===== config.mk =====
export PLATFORM = sky130hd
export DESIGN_NAME = life_stats_counter
export DESIGN_NICKNAME = d
export VERILOG_FILES = /design/src/rtl/life_stats_counter.sv
export SDC_FILE = /design/constraint.sdc
export NUM_CORES = 1
export LEC_CHECK = 0
export BUFFER_PORTS_ARGS = -buffer_cell sky130_fd_sc_hd__buf_2
export CORE_UTILIZATION = 50
export DETAILED_ROUTE_END_ITERATION = 16
export PLACE_DENSITY = 0.76
export SETUP_SLACK_MARGIN = 0.1
export SYNTH_ARGS = -nofsm -noshare
export SYNTH_HDL_FRONTEND = slang
export SYNTH_SLANG_ARGS = --single-unit
export TNS_END_PERCENT = 1

===== constraint.sdc =====
create_clock -name clk -period 3.9 [get_ports clk]
set_clock_uncertainty 0.2 [all_clocks]
set_input_delay 0.585 -clock clk [delete_from_list [all_inputs] [get_ports clk]]
set_output_delay 0.585 -clock clk [all_outputs]
set_load 0.01 [all_outputs]

===== src/rtl/life_stats_counter.sv =====
// life_stats_counter: births/generation statistics for the Game of Life engine.
// Watches the per-cell old/new beat stream of each update sweep, counts
// dead->alive transitions, and publishes saturating 16-bit births/generation
// values that only change on sweep commit, clear or reset.
//
// Optional feature macro: LIFE_STATS_PER_GEN_EN
//   defined   : births shows the births of the last completed generation only
//   undefined : births accumulates across generations (default)
//
// Ports:
//   clk, rst_n     clock, asynchronous active-low reset
//   clear          synchronous clear, overrides all other inputs
//   gen_start      pulse: engine begins a sweep
//   cell_valid     cell beat present (cell_old/cell_new valid)
//   cell_old/new   current/next state of the cell
//   births         birth count (registered, saturating)
//   generation     completed generations (registered, saturating)
//   busy           high while in SCAN or COMMIT
//   commit         one-cycle pulse when births/generation were updated
//   protocol_err   sticky protocol-violation flag
module life_stats_counter #(
  parameter int unsigned CELLS     = 64,
  parameter int unsigned MAX_COUNT = 9999
) (
  input  logic        clk,
  input  logic        rst_n,
  input  logic        clear,
  input  logic        gen_start,
  input  logic        cell_valid,
  input  logic        cell_old,
  input  logic        cell_new,
  output logic [15:0] births,
  output logic [15:0] generation,
  output logic        busy,
  output logic        commit,
  output logic        protocol_err
);

  localparam int unsigned CW = $clog2(CELLS + 1);
  localparam logic [15:0]   MAX16     = 16'(MAX_COUNT);
  localparam logic [CW-1:0] LAST_BEAT = CW'(CELLS - 1);

  typedef enum logic [1:0] {
    IDLE   = 2'd0,
    SCAN   = 2'd1,
    COMMIT = 2'd2
  } state_e;

  state_e        state_q, state_d;
  logic [CW-1:0] beat_q, beat_d;
  logic [CW-1:0] partial_q, partial_d;
  logic [15:0]   births_q, births_d;
  logic [15:0]   gen_q, gen_d;
  logic          busy_q, busy_d;
  logic          commit_q, commit_d;
  logic          perr_q, perr_d;

  logic [15:0]   births_next;
  logic [15:0]   gen_next;
  logic [16:0]   gen_sum;

  // Saturating values loaded on COMMIT exit; sums are formed one bit wider.
  always_comb begin
    births_next = births_q;
`ifdef LIFE_STATS_PER_GEN_EN
    if (32'(partial_q) > 32'(MAX_COUNT)) births_next = MAX16;
    else                                 births_next = 16'(partial_q);
`else
    begin
      logic [16:0] birth_sum;
      birth_sum = 17'(births_q) + 17'(partial_q);
      if (birth_sum > 17'(MAX_COUNT)) births_next = MAX16;
      else                            births_next = birth_sum[15:0];
    end
`endif
    gen_sum  = 17'(gen_q) + 17'd1;
    gen_next = (gen_sum > 17'(MAX_COUNT)) ? MAX16 : gen_sum[15:0];
  end

  // State and datapath registers.
  always_ff @(posedge clk or negedge rst_n) begin
    if (!rst_n) begin
      state_q   <= IDLE;
      beat_q    <= '0;
      partial_q <= '0;
      births_q  <= '0;
      gen_q     <= '0;
      busy_q    <= 1'b0;
      commit_q  <= 1'b0;
      perr_q    <= 1'b0;
    end else begin
      state_q   <= state_d;
      beat_q    <= beat_d;
      partial_q <= partial_d;
      births_q  <= births_d;
      gen_q     <= gen_d;
      busy_q    <= busy_d;
      commit_q  <= commit_d;
      perr_q    <= perr_d;
    end
  end

  // Next-state and register update logic.
  always_comb begin
    state_d   = state_q;
    beat_d    = beat_q;
    partial_d = partial_q;
    births_d  = births_q;
    gen_d     = gen_q;
    commit_d  = 1'b0;
    perr_d    = perr_q;

    if (clear) begin
      state_d   = IDLE;
      beat_d    = '0;
      partial_d = '0;
      births_d  = '0;
      gen_d     = '0;
      perr_d    = 1'b0;
    end else begin
      unique case (state_q)
        IDLE: begin
          // A beat alongside gen_start is flagged and not counted.
          if (cell_valid) perr_d = 1'b1;
          if (gen_start) begin
            state_d   = SCAN;
            beat_d    = '0;
            partial_d = '0;
          end
        end
        SCAN: begin
          if (gen_start) perr_d = 1'b1;
          if (cell_valid) begin
            beat_d = beat_q + CW'(1);
            if (!cell_old && cell_new) partial_d = partial_q + CW'(1);
            if (beat_q == LAST_BEAT) state_d = COMMIT;
          end
        end
        COMMIT: begin
          if (gen_start || cell_valid) perr_d = 1'b1;
          state_d  = IDLE;
          births_d = births_next;
          gen_d    = gen_next;
          commit_d = 1'b1;
        end
        default: state_d = IDLE;
      endcase
    end

    busy_d = (state_d != IDLE);
  end

  assign births       = births_q;
  assign generation   = gen_q;
  assign busy         = busy_q;
  assign commit       = commit_q;
  assign protocol_err = perr_q;

endmodule


==> reports/metrics.cfg <==
[outcome]
outcome = finished clean

[floorplan]
core_mm2 = 0.00649
die_h_um = 85.1
die_x_um = 85.1
initial_core_util_pct = 53.1
die_area_mm2 = 0.00724
io_pins = 42
rows = 29

[placed_design]
dp_slack_ps = 446
gp_congestion = 0.851
dp_hpwl_mm = 5.64
io_buffers = 41

[grt]
grt_overflow = 0
grt_pass1_wl_mm = 13.4
grt_pass1_vias = 2827
antenna_found_initial = 0
grt_max_degree = 36
track_usage_pct = 22.6

[finish]
diodes = 0
drive_above_1_share_pct = 15.7
syn2layout_area_growth_pct = 8.70
final_util_pct = 57.8
layout.nets = 449

[clock_tree]
clk_pin_slew_ps = 90
clk_latency_ps = 300
cts_num_sinks = 51
cts_buffers = 5
cts_buffer_depth = 2
hold_buffers = 0
clk_root_buffer_cell = clkbuf_8
tritoncts = built
h-tree-depth = 2
cts.repair.resized = 0
postCtsSetupRepairBufs = 0

[setup_path]
worstSetupPathType = register to register
path_depth = 12
worst-path-buf-inv = 1
crit_top_cell = o21ai_1
worstSetupEndpointType = register
startpoint_type = register
path_max_fanout = 10
r2r_cells = 12
crit_family = compound AO/OA/AOI/OAI gates
crit_chain = ha_1 -> inv_1 -> fa_1 -> nand2b_1 -> a21o_1 -> a31oi_4 -> o21ai_1 -> a311o_1 -> and2_1 -> a221oi_4 -> nand2_1 -> o21ai_1
cp.required_ps = 3930
max_stage_delay_ps = 460
crit_slowest_cell = a221oi_4
worstPathArrival_ps = 3540

[logic_synthesis]
syn_nets = 418
synthArstFlopShare_pct = 100
synth_area_mm2 = 0.00345
synth_edf_count = 0
ys_seq_area_share_pct = 37.0
synthFlopType = dfrtp_1
synth_area_per_cell_um2 = 8.72
synthCells = 396
synth.distinct_cells = 64
synth_seq_cells = 51
yosys_warnings = 0

[sta]
fin_crit_sh_pct = 90.1
setup_viol = 0
drv_slew = 0
setup_tns_ps = 0
holdWs_ps = 17.9
rsz0062_at_grt = false
tightest_slew_ps = 732
final_hold_viol_count = 0
min_period_ps = 3520
fmax_ghz = 0.284
max_slew_margin_pct = 51.0
setup_ws_ps = 385

[detailed_routing]
wl_per_cell_um = 15.4
drtIter0Drc = 180
drt-total-wl_mm = 7.76
vias_per_cell = 6.11
firstDrtPassIters = 4
drcViolationCount = 0
ant_nets = 0
vias = 3080

[pwr]
ir_worst_vdd_mv = 0.133
total_power_mw = 0.940
power_density_mw_per_mm2 = 251
p_leak_nw = 1.68

[hold_path]
hp-class = primary input to asynchronous set/reset pin

[run]
cap_violations = 0

path summary, 6_finish.rpt:
check	end	from	slack, ps
max	births[5]$_DFFE_PN0P_	partial_q[0]$_DFFE_PN0P_	380
min	generation[6]$_DFFE_PN0P_	rst_n	20
max reg2reg	births[5]$_DFFE_PN0P_	partial_q[0]$_DFFE_PN0P_	380
min reg2reg	beat_q[5]$_DFFE_PN0P_	beat_q[5]$_DFFE_PN0P_	320
max in group asynchronous	partial_q[6]$_DFFE_PN0P_	rst_n	2710
min in group clk	beat_q[5]$_DFFE_PN0P_	beat_q[5]$_DFFE_PN0P_	320
area by class of cell:
cell class / count / area [µm²]
clock buffer: 5 / 68.8
clock inverter: 2 / 13.8
multi-input combinational: 312 / 2020
inverter: 13 / 48.8
timing repair buffer: 44 / 228
tap: 77 / 96.3
fill: 599 / 2740
sequential: 51 / 1280
per-layer routing:
metal / part of all wire, % / up-vias / track usage, %
li1: - / 1519 / -
met1: 48 / 1485 / 32.9
met2: 47 / 74 / 35.5
met3: 4.4 / 2 / 3.02
met4: 0.37 / 0 / 6.47
met5: 0 / - / 0
through the flow:
stage                     std cells  area, µm²
final                           504       3750
after global routing            504       3750
after CTS                       504       3750
after detailed placement        497       3670
after floorplan                 396       3450
after global placement          497       3670
state kept, by name (all words and copies together) (netlist names):
| name | flops |
|---|---|
| commit | 1 |
| state_q | 2 |
| partial_q | 7 |
| protocol_err | 1 |
| births | 16 |
| busy | 1 |
| beat_q | 7 |
| generation | 16 |
cell families after synthesis:
kind of cell	count (synthesis)	share of synthesized area, %
XOR/XNOR	16	4.06
multiplexers	4	1.20
AO/OA/AOI/OAI	105	21.7
adder cells (fa/ha/maj)	15	5.65
buffers and inverters	33	4.49
AND/OR/NAND/NOR	172	25.9
flip-flops	51	37.0
cells in the final DEF, fill, tap and decap left out, types with 4 or more instances in the layout:
master,synthesis,final
and3_1,7,7
nand3_1,13,13
ha_1,14,14
a21oi_1,18,18
nor3_1,11,11
o21ai_0,14,14
a311oi_1,6,6
a211oi_1,6,6
and2_1,11,11
buf_2,4,41
xnor2_1,4,4
o21ai_1,8,8
dfrtp_1,51,51
nand2b_1,9,9
clkbuf_8,0,5
nor2_1,39,39
nand2_1,44,44
a21o_1,6,6
xor2_1,12,12
nand4_1,12,12
a31oi_1,11,11
inv_1,13,13
Yosys cell counts, types with 6 or more instances:
cell type / count / share of area [%]
o21ai_1: 8 / 1.2
clkbuf_1: 9 / 0.98
nand2b_1: 9 / 1.6
nand2_1: 44 / 4.8
a211oi_1: 6 / 1.3
and2_1: 11 / 2.0
and3_1: 7 / 1.3
ha_1: 14 / 5.1
nand3_1: 13 / 1.9
xor2_1: 12 / 3.0
inv_1: 13 / 1.4
a21o_1: 6 / 1.3
nand4_1: 12 / 2.2
a31oi_1: 11 / 2.0
nor3_1: 11 / 1.6
a21oi_1: 18 / 2.6
o21ai_0: 14 / 2.0
a311oi_1: 6 / 1.5
dfrtp_1: 51 / 37
nor2_1: 39 / 4.2
report_power, final:
group	internal (mW)	switching, mW	total (mW)	leakage, nW
registers	0.537	0.00586	0.543	0.709
logic	0.0348	0.0654	0.100	0.929
clock network	0.123	0.174	0.297	0.0440
total	0.695	0.245	0.940	1.68
Note: power is estimated with default switching activity, not from simulation.
